**config.mk**
```make
export PLATFORM = sky130hd
export DESIGN_NAME = fifo_rd_packer
export DESIGN_NICKNAME = d
export VERILOG_FILES = /design/src/rtl/fifo_rd_packer.sv
export SDC_FILE = /design/constraint.sdc
export NUM_CORES = 1
export LEC_CHECK = 0
export ABC_AREA = 1
export CORE_UTILIZATION = 51
export DETAILED_ROUTE_END_ITERATION = 10
export PLACE_DENSITY = 0.75
export RECOVER_POWER = 50
export SYNTH_ARGS = -nofsm -noshare
export SYNTH_HDL_FRONTEND = slang
export SYNTH_SLANG_ARGS = --single-unit
export TNS_END_PERCENT = 10
```
**constraint.sdc**
```tcl
create_clock -name rclk -period 2.5 [get_ports rclk]
set_clock_uncertainty 0.05 [all_clocks]
set_input_delay 0.25 -clock rclk [delete_from_list [all_inputs] [get_ports rclk]]
set_output_delay 0.25 -clock rclk [all_outputs]
set_load 0.05 [all_outputs]
```
**src/rtl/fifo_rd_packer.sv**
```systemverilog
// Read-domain packer: pops DSIZE-bit entries from the async FIFO and assembles
// PACK of them into one wide word on a valid/ready output, with flush support.

module fifo_rd_packer_lane #(
    parameter int DSIZE = 8
) (
    input  logic             rclk,
    input  logic             rrst,
    input  logic             clr,
    input  logic             wr,
    input  logic [DSIZE-1:0] d,
    output logic [DSIZE-1:0] q
);
    // A write wins over a clear so a pop in the load cycle lands in lane 0.
    always_ff @(posedge rclk) begin
        if (rrst)     q <= '0;
        else if (wr)  q <= d;
        else if (clr) q <= '0;
    end
endmodule

module fifo_rd_packer #(
    parameter int DSIZE = 8,
    parameter int PACK  = 4
) (
    input  logic                  rclk,
    input  logic                  rrst,
    input  logic                  rempty,
    input  logic [DSIZE-1:0]      rdata,
    output logic                  rinc,
    input  logic                  flush,
    output logic [DSIZE*PACK-1:0] out_data,
    output logic [3:0]            out_bcnt,
    output logic                  out_valid,
    input  logic                  out_ready,
    output logic [3:0]            acc_cnt
);
    typedef enum logic {ACC, FLUSH} state_t;

    state_t                          state, state_nxt;
    logic                            flush_pend;
    logic                            out_free;
    logic                            load;
    logic                            acc_full;
    logic [PACK-1:0][DSIZE-1:0]      acc_data;
    logic [PACK-1:0][DSIZE-1:0]      acc_masked;
    logic [PACK-1:0]                 lane_wr;

    assign flush_pend = (state == FLUSH);
    assign acc_full   = (acc_cnt == 4'(PACK));
    assign out_free   = !out_valid || out_ready;
    assign load       = out_free && (acc_full || (flush_pend && acc_cnt != 4'd0));
    assign rinc       = !rrst && !rempty && !flush_pend && (!acc_full || load);

    genvar i;
    generate
        for (i = 0; i < PACK; i++) begin : g_lane
            // On a load the popped entry restarts the word in lane 0.
            assign lane_wr[i]    = rinc && (load ? (i == 0) : (acc_cnt == 4'(i)));
            assign acc_masked[i] = (acc_cnt > 4'(i)) ? acc_data[i] : '0;

            fifo_rd_packer_lane #(.DSIZE(DSIZE)) u_lane (
                .rclk (rclk),
                .rrst (rrst),
                .clr  (load),
                .wr   (lane_wr[i]),
                .d    (rdata),
                .q    (acc_data[i])
            );
        end
    endgenerate

    always_ff @(posedge rclk) begin
        if (rrst) begin
            acc_cnt <= 4'd0;
        end else if (load) begin
            acc_cnt <= rinc ? 4'd1 : 4'd0;
        end else if (rinc) begin
            acc_cnt <= acc_cnt + 4'd1;
        end
    end

    always_ff @(posedge rclk) begin
        if (rrst) begin
            out_valid <= 1'b0;
            out_data  <= '0;
            out_bcnt  <= 4'd0;
        end else if (load) begin
            out_valid <= 1'b1;
            out_data  <= acc_masked;
            out_bcnt  <= acc_cnt;
        end else if (out_valid && out_ready) begin
            out_valid <= 1'b0;
        end
    end

    always_ff @(posedge rclk) begin
        if (rrst) state <= ACC;
        else      state <= state_nxt;
    end

    // Leaving FLUSH needs either nothing to send or the partial word taken.
    always_comb begin
        state_nxt = state;
        case (state)
            ACC:     if (flush) state_nxt = FLUSH;
            FLUSH:   if (acc_cnt == 4'd0 || load) state_nxt = ACC;
            default: state_nxt = ACC;
        endcase
    end
endmodule

```
==> flow_summary.yaml, run 1 <==
global_route:
  grt_max_degree: 37
  antenna_found_initial: 0
  grt.total_usage_pct: 25.3
  grt.overflow.total: 0
  grt_pass1_vias: 2471
  grt_pass1_wl_microns: 12100
layout:
  layoutNonFillerInstCount: 491
  layout_common_cells: "nand3_1 (85), nand2_1 (80), dfxtp_1 (74), dlygate4sd3_1 (41), a21oi_1 (35)"
  stdcell_area_sq_um: 3730
  final_common_cell: "nand3_1"
  final_layout_size_suffix_gt1_share_pct: 8.83
  num_antenna_cells: 0
  nets: 434
  syn2layout_area_growth_pct: 26.1
detailed_routing:
  dr.pass1.iters: 5
  drcViolationCount: 0
  first_iter_violations: 246
  routedWlPerCell_microns: 14.1
  vias: 2701
  wirelength_microns: 6910
  drt.antenna.violating_nets: 0
  via_per_inst: 5.50
placed_design:
  dpl_cell_area_sq_um: 3530
  hpwl_microns: 4580
  gp_congestion: 0.794
  dp_cells: 473
  preCtsSetupSlack_ns: 0.372
  io_buffers: 54
floorplan:
  io-pin-count: 55
  dieArea_sq_um: 6110
  die_w_microns: 78.2
  initial_core_util_pct: 53.4
  num_rows: 27
  die_h_microns: 78.2
  core_sq_um: 5540
clock_tree:
  tritoncts: "done"
  cts_hold_buffers: 0
  clk_pin_slew_ns: 0.07
  htree_levels: 3
  clkLatencyLatePin_ns: 0.33
  cts_buffers: 9
  clock_path_buffers: 2
  cts.sinks: 74
  root_buffer: "clkbuf_8"
hold_path:
  holdCritStartpoint: "g_lane[0].u_lane.q[5]"
  hold_path_class: "flip-flop to flip-flop"
synth:
  yosysWarningCount: 0
  synth_xor_area_share_pct: 0
  synthAdderAreaFrac_pct: 2.12
  seq_area_frac_synth_pct: 50.1
  synth_top_family_by_area: "simple AND/OR/NAND/NOR gates"
  synthCells: 359
  synth_seq_cells: 74
  synth_cell_types: 26
  synth_area_sq_um: 2960
  synth_compound_area_share_pct: 10.9
  synth-simple-area-share_pct: 30.4
  synth_fp_nets: 377
  syn_avg_cell_area_sq_um: 8.24
  synthMuxAreaShare_pct: 0
power_and_ir_drop:
  p_per_area_nw_per_um2: 588
  max-vdd-ir-drop_uv: 350
  p_leak_uw: 0.00161
worst_setup_path:
  cp-end-kind: "output port"
  cp-startpoint: "acc_cnt[1]"
  path_class: "flip-flop to output port"
  cp_max_fo: 6
  worst_r2r_startpoint: "acc_cnt[0]"
  required_ns: 2.20
  crit_arrival_ns: 1.92
  start_kind: "flip-flop"
timing:
  fin_worst_hold_slack_ns: 0.407
  tightest_slew_ns: 0.633
  setup_tns_ns: 0
  finalHoldViolCount: 0
  setup_ws_ns: 0.277
  finalSetupViolations: 0
  fin_crit_sh_pct: 88.9
  relSlewSlack_pct: 57.5
  max_freq_ghz: 0.450
  report.final.slew_viol_count: 0
  period_minus_slack_ns: 2.22
  rsz0062_at_grt: "false"
job:
  cap_viol_max_count: 0
outcome:
  outcome: "completed"
[power by group]
part           internal, uW  switching (uW)  leakage, uW
logic                  53.4             105     0.000926
registers              1190            9.41     0.000597
clock network           429             408    0.0000903
total                  1670             522      0.00161
[routing by layer]
metal,vias to the layer above,routed length [microns],GRT usage (%)
met2,90,3270,41.6
met4,0,125,10.6
met1,1246,3160,32.7
met5,-,0,0
met3,12,349,4.30
li1,1353,-,-
[repair_timing]
| action | 4_1_cts | 5_1_grt |
|---|---|---|
| gates resized for setup | 0 | 1 |
| endpoints found under the setup margin | 0 | 1 |
| setup buffers | 0 | 4 |
[worst max-delay path, stage by stage (launching register included)]
cell and delay, ns:
dfxtp_1 0.37, inv_1 0.16, ha_1 0.24, nand2_1 0.07, nor2_1 0.13, nand2_1 0.09, nand2_1 0.16, clkinvlp_4 0.20
buf_12 0.19
[sequential cells by signal, indices dropped and copies added (netlist names)]
signal and cells:
out_bcnt 4, g_lane.u_lane.q 32, out_valid 1, flush_pend 1, out_data 32, acc_cnt 4
[cell usage after synthesis]
cell type | instances | area, sq um
nor3_2 | 1 | 10.0
clkbuf_8 | 1 | 13.8
a21oi_1 | 35 | 175
clkinv_1 | 2 | 7.51
nand2_2 | 2 | 12.5
o21ai_1 | 2 | 10.0
nor2_8 | 1 | 20.0
nand2_4 | 2 | 22.5
nand4_1 | 8 | 50.1
nand2_1 | 79 | 297
ha_1 | 5 | 62.6
inv_1 | 12 | 45.0
nor2_2 | 3 | 18.8
clkbuf_1 | 6 | 22.5
nor3_1 | 1 | 5.00
dfxtp_1 | 74 | 1480
o31ai_1 | 1 | 7.51
o21ai_0 | 2 | 10.0
buf_4 | 6 | 45.0
nand3_1 | 85 | 425
buf_6 | 3 | 33.8
nor2_4 | 1 | 11.3
nor3b_1 | 1 | 7.51
nor2_1 | 5 | 18.8
o211ai_1 | 16 | 120
buf_2 | 5 | 25.0
[area by class of cell]
cell class | count | area (sq um)
repair buffers | 67 | 644
well taps | 72 | 90.1
inverters | 14 | 56.3
flip-flops and latches | 74 | 1480
clock buffers | 12 | 165
clock inverters | 2 | 12.5
multi-input cells | 250 | 1280
fillers | 480 | 1810
[per-stage QoR]
stage	util [%]	total power, uW
after global routing	67.3	2280
final	67.3	2200
after floorplan	-	1320
after global placement	63.6	1380
after CTS	66.8	2200
after detailed placement	63.6	1380
[cells by family (layout without fill, tap and decap cells)]
kind of cell / Yosys count / after routing
compound gates: 56 / 56
fa+ha+maj: 5 / 5
simple gates: 189 / 189
flops: 74 / 74
buf+inv: 35 / 95
[worst paths after layout]
kind,to,slack [ns],cells past startpoint
worst max-delay path,rinc,0.28,8
worst min-delay path,out_data[5],0.41,2
worst max register to register,g_lane[1].u_lane.q[7],0.30,10
worst min register to register,out_data[5],0.41,2
No activity file was read; power rests on OpenSTA's default activity.
==> run 2, diff against run 1 <==
GPL_ROUTABILITY_DRIVEN = 0   (was default)
SLEW_MARGIN = 20   (was default)
==> results of run 2 <==
No change in the layout: final DEF, timing and power equal those of run 1.
==> run 3, diff against run 2 <==
ABC_AREA = default   (was 1)
CORE_UTILIZATION = 52   (was 51)
PLACE_DENSITY = 0.76   (was 0.75)
==> flow_summary.yaml, run 3 <==
layout:
  layoutNonFillerInstCount: 440
  syn2layout_area_growth_pct: 22.0
  nFillCells: 489
  final_common_cell: "dfxtp_1"
  top_regs: "g_lane.u_lane.q: 32 flops, out_data: 32 flops"
  num_antenna_cells: 0
  layout_common_cells: "dfxtp_1 (74), o21ai_0 (44), a21oi_1 (40), dlygate4sd3_1 (40), nand4_1 (25)"
  final_layout_size_suffix_gt1_share_pct: 10.9
  stdcell_area_sq_um: 3740
  nets: 381
synth:
  synthFlopType: "dfxtp_1"
  synth.cells.most_frequent: "dfxtp_1 (74), o21ai_0 (43), a21oi_1 (40)"
  synth_cell_types: 37
  async_flop_share_pct: 0
  synthTopCellsByArea: "dfxtp_1 (48%), a32o_1 (7.8%), o21ai_0 (7.0%), a21oi_1 (6.5%), nand4_1 (5.1%)"
  synthCells: 318
  synth_area_sq_um: 3070
  synth_seq_cells: 74
  syn_avg_cell_area_sq_um: 9.64
  synth_edf_count: 0
  yosys.area.top_type: "dfxtp_1"
  yosysWarningCount: 0
  yosysMostFrequentCell: "dfxtp_1"
  synth_fp_nets: 336
  seq_area_frac_synth_pct: 48.3
  synth_top_cell_area_share_pct: 48.3
floorplan:
  num_rows: 27
  die_w_microns: 78.8
  die_h_microns: 78.8
  core_sq_um: 5610
  dieArea_sq_um: 6210
  io-pin-count: 55
  initial_core_util_pct: 54.7
clock_tree:
  htree_levels: 3
  clk_pin_slew_ns: 0.07
  cts_buffers: 9
  clkLatencyLatePin_ns: 0.35
  cts_setup_buffers: 0
  cts_hold_buffers: 0
  root_buffer: "clkbuf_8"
  ctsResizeCount: 0
  tritoncts: "done"
  cts.sinks: 74
  clock_path_buffers: 2
timing:
  period_minus_slack_ns: 2.29
  finalHoldViolCount: 0
  rsz0062_at_grt: "false"
  relSlewSlack_pct: 50.7
  tightest_slew_ns: 0.739
  fin_crit_sh_pct: 91.7
  max_freq_ghz: 0.436
  finalSetupViolations: 0
  setup_tns_ns: 0
  report.final.slew_viol_count: 0
global_route:
  gr-usage-met3_pct: 3.91
  grt_util_met2_pct: 39.1
  grt_max_degree: 48
  grt_pass1_wl_microns: 11900
  antenna_found_initial: 0
  grt.total_usage_pct: 25.0
  grt_pass1_vias: 2440
  use_met1_pct: 33.2
  top_usage_layer: "met2"
  grt.overflow.total: 0
power_and_ir_drop:
  p_leak_uw: 0.00141
  p_per_area_nw_per_um2: 617
  max-vdd-ir-drop_uv: 357
detailed_routing:
  dr.pass1.iters: 5
  routedWlPerCell_microns: 16.4
  wirelength_microns: 7200
  drt.antenna.violating_nets: 0
  first_iter_violations: 225
  vias: 2675
  drcViolationCount: 0
  via_per_inst: 6.08
worst_setup_path:
  cp-end-kind: "flip-flop"
  cp_slowest_cell: "dfxtp_1"
  path_cells: "inv_1 > ha_1 > and2b_1 > o21ai_0 > clkbuf_2 > a21oi_2 > a32o_1"
  crit_arrival_ns: 2.48
  path_class: "flip-flop to flip-flop"
  max_stage_delay_ns: 0.44
  cp_max_fo: 19
  start_kind: "flip-flop"
  required_ns: 2.69
placed_design:
  io_buffers: 54
  dp_cells: 424
  hpwl_microns: 4750
  dpl_cell_area_sq_um: 3580
hold_path:
  hold_path_class: "primary input to flip-flop"
outcome:
  outcome: "completed"
job:
  cap_viol_max_count: 0
==> run 3: cell types whose count changed in the layout (fill, tap and decap cells not counted), sizes merged, moves of 15 or more <==
cell / before / now
o211ai: 16 / 1
nand4: 8 / 25
o21ai: 4 / 49
nand3: 85 / 13
a32o: 0 / 24
nand2: 83 / 2
==> run 3: cell families after synthesis <==
| group | synth area share (%) |
|---|---|
| mux | 0.327 |
| buf+inv | 7.59 |
| simple gates | 13.3 |
| compound gates | 28.4 |
| flops | 48.3 |
| fa+ha+maj | 2.04 |
==> run 3: path summary, 6_finish.rpt <==
check	to	slack (ns)	depth (start not counted)	startpoint
max reg2reg	g_lane[1].u_lane.q[7]	0.21	7	acc_cnt[1]
min reg2reg	out_data[0]	0.41	2	g_lane[0].u_lane.q[0]
max	g_lane[1].u_lane.q[7]	0.21	7	acc_cnt[1]
min	flush_pend	0.33	2	rrst
==> run 3: cell type report <==
class                           instances  area [sq um]  share of cell area (%)
Clock buffer                           10           128                    3.41
Sequential cell                        74          1480                    39.6
Timing Repair Buffer                   66           633                    16.9
Tap cell                               72          90.1                    2.41
Inverter                                6          22.5                   0.602
Multi-Input combinational cell        206          1320                    35.2
Clock inverter                          6          67.6                    1.81
==> run 3: per-stage QoR <==
stage | hold WS (ns) | total power (uW) | worst slack, ns | utilization [%]
after detailed placement | 0.407 | 1440 | 0.294 | 63.9
after global placement | 0.400 | 1430 | 0.490 | 63.9
after floorplan | 0.326 | 1380 | 0.285 | -
final | 0.330 | 2310 | 0.207 | 66.7
after global routing | 0.364 | 2400 | 0.0670 | 66.7
after CTS | 0.313 | 2330 | 0.236 | 67.4
==> run 3: per-layer routing <==
metal | vias up | part of all wire [%]
li1 | 1290 | -
met1 | 1287 | 45
met2 | 83 | 47
met3 | 15 | 5.3
met4 | 0 | 2.2
met5 | - | 0
==> run 3: critical path, delay by kind of cell (launching register included) <==
| kind | cells | cell delay (ns) |
|---|---|---|
| flip-flops | 1 | 0.44 |
| adder cells (fa/ha/maj) | 1 | 0.27 |
| AND/OR/NAND/NOR | 1 | 0.22 |
| AO/OA/AOI/OAI | 3 | 0.68 |
| buffers and inverters | 2 | 0.53 |
==> run 3: where the power goes <==
part / internal [uW] / switching (uW) / total, uW
logic: 62.7 / 129 / 192
registers: 1200 / 12.7 / 1210
clock network: 462 / 441 / 903
total: 1720 / 582 / 2310
